[config.mk]
export PLATFORM = sky130hd
export DESIGN_NAME = frequency_decoder
export DESIGN_NICKNAME = d
export VERILOG_FILES = /design/src/rtl/freq_dec_pkg.sv /design/src/rtl/pulse_sync_edge.sv /design/src/rtl/frequency_decoder.sv
export SDC_FILE = /design/constraint.sdc
export NUM_CORES = 1
export LEC_CHECK = 0
export CORE_ASPECT_RATIO = 0.7
export CORE_MARGIN = 2
export CORE_UTILIZATION = 35
export CTS_CLUSTER_SIZE = 8
export DETAILED_ROUTE_END_ITERATION = 8
export PLACE_DENSITY_LB_ADDON = 0.25
export SLEW_MARGIN = 30
export SYNTH_ARGS = -nofsm -noshare
export SYNTH_HDL_FRONTEND = slang
export SYNTH_HIERARCHICAL = 1
export SYNTH_SLANG_ARGS = --single-unit
[constraint.sdc]
create_clock -name clk -period 2 [get_ports clk]
set_input_delay 0.4 -clock clk [delete_from_list [all_inputs] [get_ports clk]]
set_output_delay 0.4 -clock clk [all_outputs]
set_load 0.05 [all_outputs]
[src/rtl/freq_dec_pkg.sv]
// Shared types and default constants for the frequency decoder.
package freq_dec_pkg;

  typedef enum logic {
    IDLE    = 1'b0,
    MEASURE = 1'b1
  } state_e;

  localparam int CNT_W_DEF      = 8;
  localparam int MIN_PERIOD_DEF = 2;
  localparam int TIMEOUT_DEF    = 255;

  typedef logic [CNT_W_DEF-1:0] period_t;

endpackage

[src/rtl/pulse_sync_edge.sv]
// Multi-flop synchronizer for an asynchronous pulse train followed by a
// rising-edge detector. The edge output is combinational from the last
// synchronizer stage and the remembered previous synced level.
module pulse_sync_edge #(
  parameter int SYNC_STAGES = 2
) (
  input  logic clk,
  input  logic rst,
  input  logic async_in,
  output logic edge_out
);

  logic [SYNC_STAGES-1:0] sync_q;
  logic                   prev_q;

  // Shift the input through the synchronizer chain and keep the last synced level
  always_ff @(posedge clk or posedge rst) begin
    if (rst) begin
      sync_q <= '0;
      prev_q <= 1'b0;
    end else begin
      sync_q <= {sync_q[SYNC_STAGES-2:0], async_in};
      prev_q <= sync_q[SYNC_STAGES-1];
    end
  end

  assign edge_out = sync_q[SYNC_STAGES-1] & ~prev_q;

endmodule

[src/rtl/frequency_decoder.sv]
// Frequency decoder: measures clk cycles between rising edges of a pulse
// train, reports each accepted period with a one-cycle strobe, flags
// glitches and signal loss, and reports lock on two equal periods.
module frequency_decoder
  import freq_dec_pkg::*;
#(
  parameter int CNT_W       = CNT_W_DEF,
  parameter int SYNC_STAGES = 2,
  parameter int MIN_PERIOD  = MIN_PERIOD_DEF,
  parameter int TIMEOUT     = TIMEOUT_DEF
) (
  input  logic             clk,
  input  logic             rst,
  input  logic             enable,
  input  logic             pulse_input,
  output logic [CNT_W-1:0] data_output,
  output logic             data_valid,
  output logic             locked,
  output logic             timeout,
  output logic             glitch
);

  localparam logic [CNT_W-1:0] MIN_C = CNT_W'(MIN_PERIOD);
  localparam logic [CNT_W-1:0] TO_C  = CNT_W'(TIMEOUT);
  localparam logic [CNT_W-1:0] ONE_C = CNT_W'(1);

  logic             edge_w;
  state_e           state_q, state_d;
  logic [CNT_W-1:0] cnt_q, cnt_d;
  logic [CNT_W-1:0] data_q, data_d;
  logic [CNT_W-1:0] prev_q, prev_d;
  logic             have_prev_q, have_prev_d;
  logic             locked_q, locked_d;
  logic             dv_q, dv_d;
  logic             to_q, to_d;
  logic             gl_q, gl_d;

  pulse_sync_edge #(
    .SYNC_STAGES(SYNC_STAGES)
  ) u_sync (
    .clk     (clk),
    .rst     (rst),
    .async_in(pulse_input),
    .edge_out(edge_w)
  );

  // State, counter, period record and registered strobes
  always_ff @(posedge clk or posedge rst) begin
    if (rst) begin
      state_q     <= IDLE;
      cnt_q       <= '0;
      data_q      <= '0;
      prev_q      <= '0;
      have_prev_q <= 1'b0;
      locked_q    <= 1'b0;
      dv_q        <= 1'b0;
      to_q        <= 1'b0;
      gl_q        <= 1'b0;
    end else begin
      state_q     <= state_d;
      cnt_q       <= cnt_d;
      data_q      <= data_d;
      prev_q      <= prev_d;
      have_prev_q <= have_prev_d;
      locked_q    <= locked_d;
      dv_q        <= dv_d;
      to_q        <= to_d;
      gl_q        <= gl_d;
    end
  end

  // Next-state logic: an edge takes priority over the timeout check
  always_comb begin
    state_d     = state_q;
    cnt_d       = cnt_q;
    data_d      = data_q;
    prev_d      = prev_q;
    have_prev_d = have_prev_q;
    locked_d    = locked_q;
    dv_d        = 1'b0;
    to_d        = 1'b0;
    gl_d        = 1'b0;
    if (!enable) begin
      state_d     = IDLE;
      cnt_d       = '0;
      locked_d    = 1'b0;
      have_prev_d = 1'b0;
    end else begin
      unique case (state_q)
        IDLE: begin
          if (edge_w) begin
            state_d     = MEASURE;
            cnt_d       = ONE_C;
            have_prev_d = 1'b0;
          end
        end
        MEASURE: begin
          if (edge_w) begin
            if (cnt_q >= MIN_C) begin
              data_d      = cnt_q;
              dv_d        = 1'b1;
              cnt_d       = ONE_C;
              locked_d    = have_prev_q && (cnt_q == prev_q);
              prev_d      = cnt_q;
              have_prev_d = 1'b1;
            end else begin
              gl_d  = 1'b1;
              cnt_d = cnt_q + ONE_C;
            end
          end else if (cnt_q == TO_C) begin
            state_d     = IDLE;
            to_d        = 1'b1;
            locked_d    = 1'b0;
            cnt_d       = '0;
            have_prev_d = 1'b0;
          end else begin
            cnt_d = cnt_q + ONE_C;
          end
        end
        default: state_d = IDLE;
      endcase
    end
  end

  assign data_output = data_q;
  assign data_valid  = dv_q;
  assign locked      = locked_q;
  assign timeout     = to_q;
  assign glitch      = gl_q;

endmodule

* Yosys cells after proc, flatten, opt, wreduce, memory -nomap -nowiden
Index checks and enable logic that the tools add are counted.
** Storage, ports and cells
- Register bits after elaboration :: 25
- Input bits :: 4
- Output and inout port bits :: 12
- Word-level logic and storage cells :: 60
** Cells by class
- $add $sub $neg :: 1
- Order comparisons :: 1
- Equality and inequality tests :: 8
- Multiplexer cells :: 33
- Bitwise operators :: 3
- Reductions and logical operators :: 4
** Operator list (number)
- $mux 8 :: 5
- $mux 1 :: 25
- $pmux 8 s2 :: 1
- $add 8x1->8 const B :: 1
- $eq 8x8->1 :: 1
- $eq 8x8->1 const B :: 1
- $ge 8x2->1 const B :: 1
- $ne 4x3->1 const B :: 2
- $reduce_and 3->1 :: 2
- $pmux 1 s2 :: 2
- $reduce_and 4->1 :: 1
- $ne 3x1->1 const B :: 1
- $ne 3x2->1 const B :: 1
- $ne 3x3->1 const B :: 1
- $ne 2x1->1 const B :: 1
- $not 1->1 :: 2
- $and 1x1->1 :: 1
- $logic_and 1x1->1 :: 1

* Longest topological paths before layout
- Depth in word-level cells :: 6
- Depth in mapped cells :: 7
- Mapped depth without buffers :: 6

* Hierarchy
The synthesis kept the hierarchy.
** By module, submodules not included
- frequency_decoder :: instances 1, cells each 107, area an instance 1227.4 µm², sequential area each 550.5 µm²
- pulse_sync_edge :: instances 1, cells each 5, area an instance 92.6 µm², sequential area each 75.1 µm²

* Worst setup path before layout
OpenSTA, ideal clock, no wires.
- Path kind :: register to register
- From :: register cnt_q[0]
- To :: register prev_q[0] (netlist name)
- Library setup time :: 125 ps
- Data arrival time :: 1613 ps
- Data required time :: 1875 ps
- Setup slack :: 262 ps
- Stages on the path, launching flop included :: 8
- Path buffers :: 1
- Period minus slack after synthesis :: 1738 ps
- Cells stage by stage :: dfrtp_1 -> inv_1 -> ha_1 -> nor4_2 -> a21oi_2 -> nor2b_4 -> buf_6 -> mux2_4
** RTL lines
- start, declared :: line frequency_decoder.sv:29 : logic [CNT_W-1:0] cnt_q, cnt_d;
- start signal, assigned :: line frequency_decoder.sv:61 : cnt_q <= cnt_d;

==> results.sh <==
export IMPL_dpl_hpwl_mm=2.09
export IMPL_synthesis_area_mm2=0.00132
export IMPL_ant_nets=0
export IMPL_path_max_fanout=3
export IMPL_rsz0062_at_grt="false"
export IMPL_pin_count=16
export IMPL_clock_path_buffers=2
export IMPL_core_area_mm2=0.00356
export IMPL_holdBufCountCts=0
export IMPL_post_route_util_pct=45.8
export IMPL_cp_depth=1
export IMPL_num_vias=947
export IMPL_layout_setup_ws_ns=0.0933
export IMPL_initial_core_util_pct=37.1
export IMPL_grt_pass1_wl_mm=4.73
export IMPL_reg2reg_depth=5
export IMPL_clock_skew_ns=0.00234
export IMPL_required_ns=1.60
export IMPL_final_cell_mix="dfrtp_1, clkdlybuf4s50_1, buf_4, mux2_4, xnor2_1"
export IMPL_die_w_um=77.4
export IMPL_ys_types=37
export IMPL_seq_area_frac_synth_pct=47.4
export IMPL_drt_total_wl_mm=2.80
export IMPL_grt_pass1_vias=918
export IMPL_power_total_mw=0.927
export IMPL_dr_first_iter_drc_count=29
export IMPL_diodes=0
export IMPL_slowest_delay_ns=0.83
export IMPL_worst_pin_slew_ns=0.494
export IMPL_grt_overflow_total=0
export IMPL_arrival_ns=1.51
export IMPL_min_path_type="input port to asynchronous set/reset pin"
export IMPL_cts_repair_resized=0
export IMPL_final_common_cell="dfrtp_1"
export IMPL_hold_violations=0
export IMPL_worstSetupEndpointType="primary output"
export IMPL_synth_async_reset_ratio_pct=100
export IMPL_htreeDepth=1
export IMPL_leakage_nw=0.719
export IMPL_min_period_over_period_pct=95.3
export IMPL_cp_slowest_cell="clkdlybuf4s50_1"
export IMPL_setup_tns_final_ns=0
export IMPL_drv_slew=0
export IMPL_antenna_found_initial=0
export IMPL_max_slew_margin_pct=66.9
export IMPL_fin_cells=186
export IMPL_dp_cells=182
export IMPL_ys_flop_type="dfrtp_1"
export IMPL_path_class="flip-flop to primary output"
export IMPL_die_h_um=55.4
export IMPL_fillers=353
export IMPL_cts_buffers=3
export IMPL_crit_family="buffers and inverters"
export IMPL_cts_tree="built"
export IMPL_maxCapViolations=0
export IMPL_firstDrtPassIters=4
export IMPL_die_area_mm2=0.00429
export IMPL_syn_nets=118
export IMPL_syn_to_final_growth_pct=23.4
export IMPL_via_per_inst=5.09
export IMPL_grt_max_degree=23
export IMPL_nets=143
export IMPL_rows=18
export IMPL_path_clk_slew_ns=0.09
export IMPL_place_gp_congestion=0.874
export IMPL_r2r_setup_slack_ns=0.13
export IMPL_drive_gt1_share_pct=23.5
export IMPL_post_place_ws_ns=0.0969
export IMPL_worstPathCellList="clkdlybuf4s50_1"
export IMPL_setup_violations=0
export IMPL_post_cts_buffers=0
export IMPL_wire_per_inst_um=15.0
export IMPL_holdWs_ns=0.306
export IMPL_fmax_mhz=524
export IMPL_gr_usage_all_layers_pct=14.2
export IMPL_p_per_area_mw_per_mm2=569
export IMPL_synth_area_per_cell_um2=11.8
export IMPL_cts_sinks=25
export IMPL_path_buf_inv=1
export IMPL_yosys_warnings=6
export IMPL_status="completed"
export IMPL_drc=0
export IMPL_synth_edf_count=0
export IMPL_synth_seq_cells=25
export IMPL_fin_crit_ns=1.91
export IMPL_synthCells=112
export IMPL_cts_root_buf="clkbuf_8"
export IMPL_startpoint_type="flip-flop"
export IMPL_port_buffers=15
export IMPL_placed_area_mm2=0.00157
export IMPL_clkLatencyLatePin_ns=0.27
export IMPL_ir_drop_mv=0.244
export IMPL_postLayoutCellArea_mm2=0.00163
[path summary, 6_finish.rpt]
path | startpoint | end
max | prev_q[4] | data_output[4]
min | rst | u_sync/sync_q[0]
max reg2reg | cnt_q[1] | prev_q[4]
min reg2reg | u_sync/sync_q[0] | u_sync/sync_q[1]
max in group asynchronous | rst | cnt_q[0]
min in group clk | u_sync/sync_q[0] | u_sync/sync_q[1]
[flip-flops by register name (all words and copies together), names as in the netlist]
name	count
glitch	1
locked	1
prev_q	8
cnt_q	8
state_q	1
timeout	1
data_valid	1
u_sync/prev_q	1
have_prev_q	1
u_sync/sync_q	2
[cells in the mapped netlist, types with 2 or more instances]
cell type   n  area (µm²)
buf_2       3        15.0
nor2b_4     2        27.5
inv_1       5        18.8
xnor2_1     8        70.1
nor3_1      2        10.0
a21oi_1     3        15.0
a221o_1     2        20.0
buf_6       3        33.8
o31ai_1     2        15.0
xor2_1      3        26.3
nor4_1      2        12.5
ha_1        2        25.0
nand4_1     4        25.0
mux2_4      8         120
nor4_2      2        25.0
nor2_1      6        22.5
and3_1      3        18.8
nand3_1     3        15.0
o21ai_0     3        15.0
dfrtp_1    25         626
nand2_1     5        18.8
[worst register-to-register path, stage by stage, from the launching register on]
cell and delay [ns]:
dfrtp_1 0.52, ha_1 0.23, nor4_2 0.06, a21oi_2 0.23
nor2b_4 0.39, mux2_4 0.34
[logic make-up after synthesis]
group	count (synthesis)	synth area share [%]
xor gates and xnor gates	11	7.30
AOI/OAI and AO/OA	19	11.8
and+or+nand+nor	34	16.3
DFF	25	47.4
adders and majority gates	2	1.90
buffers and inverters	12	5.40
muxes	9	9.95
[routing by layer]
layer	GRT usage (%)	up-vias	part of all wire (%)
li1	-	451	-
met1	21.5	474	54
met2	20.2	20	42
met3	4.41	2	3.3
met4	2.30	0	0.46
met5	0	-	0
[power by group]
part | leakage, nW | internal [mW] | switching [mW]
Sequential | 0.339 | 0.515 | 0.0161
Combinational | 0.358 | 0.0355 | 0.0489
Clock | 0.0217 | 0.141 | 0.170
Total | 0.719 | 0.692 | 0.235
[area by class of cell]
class	count	area, µm²	share of cell area (%)
clock buffer	3	41.3	2.53
clock inverter	1	7.51	0.461
sequential	25	627	38.5
timing repair buffer	27	240	14.7
inverter	5	18.8	1.15
tap	50	62.6	3.84
multi-input combinational	75	632	38.8
(Power assumes the default switching activity.)
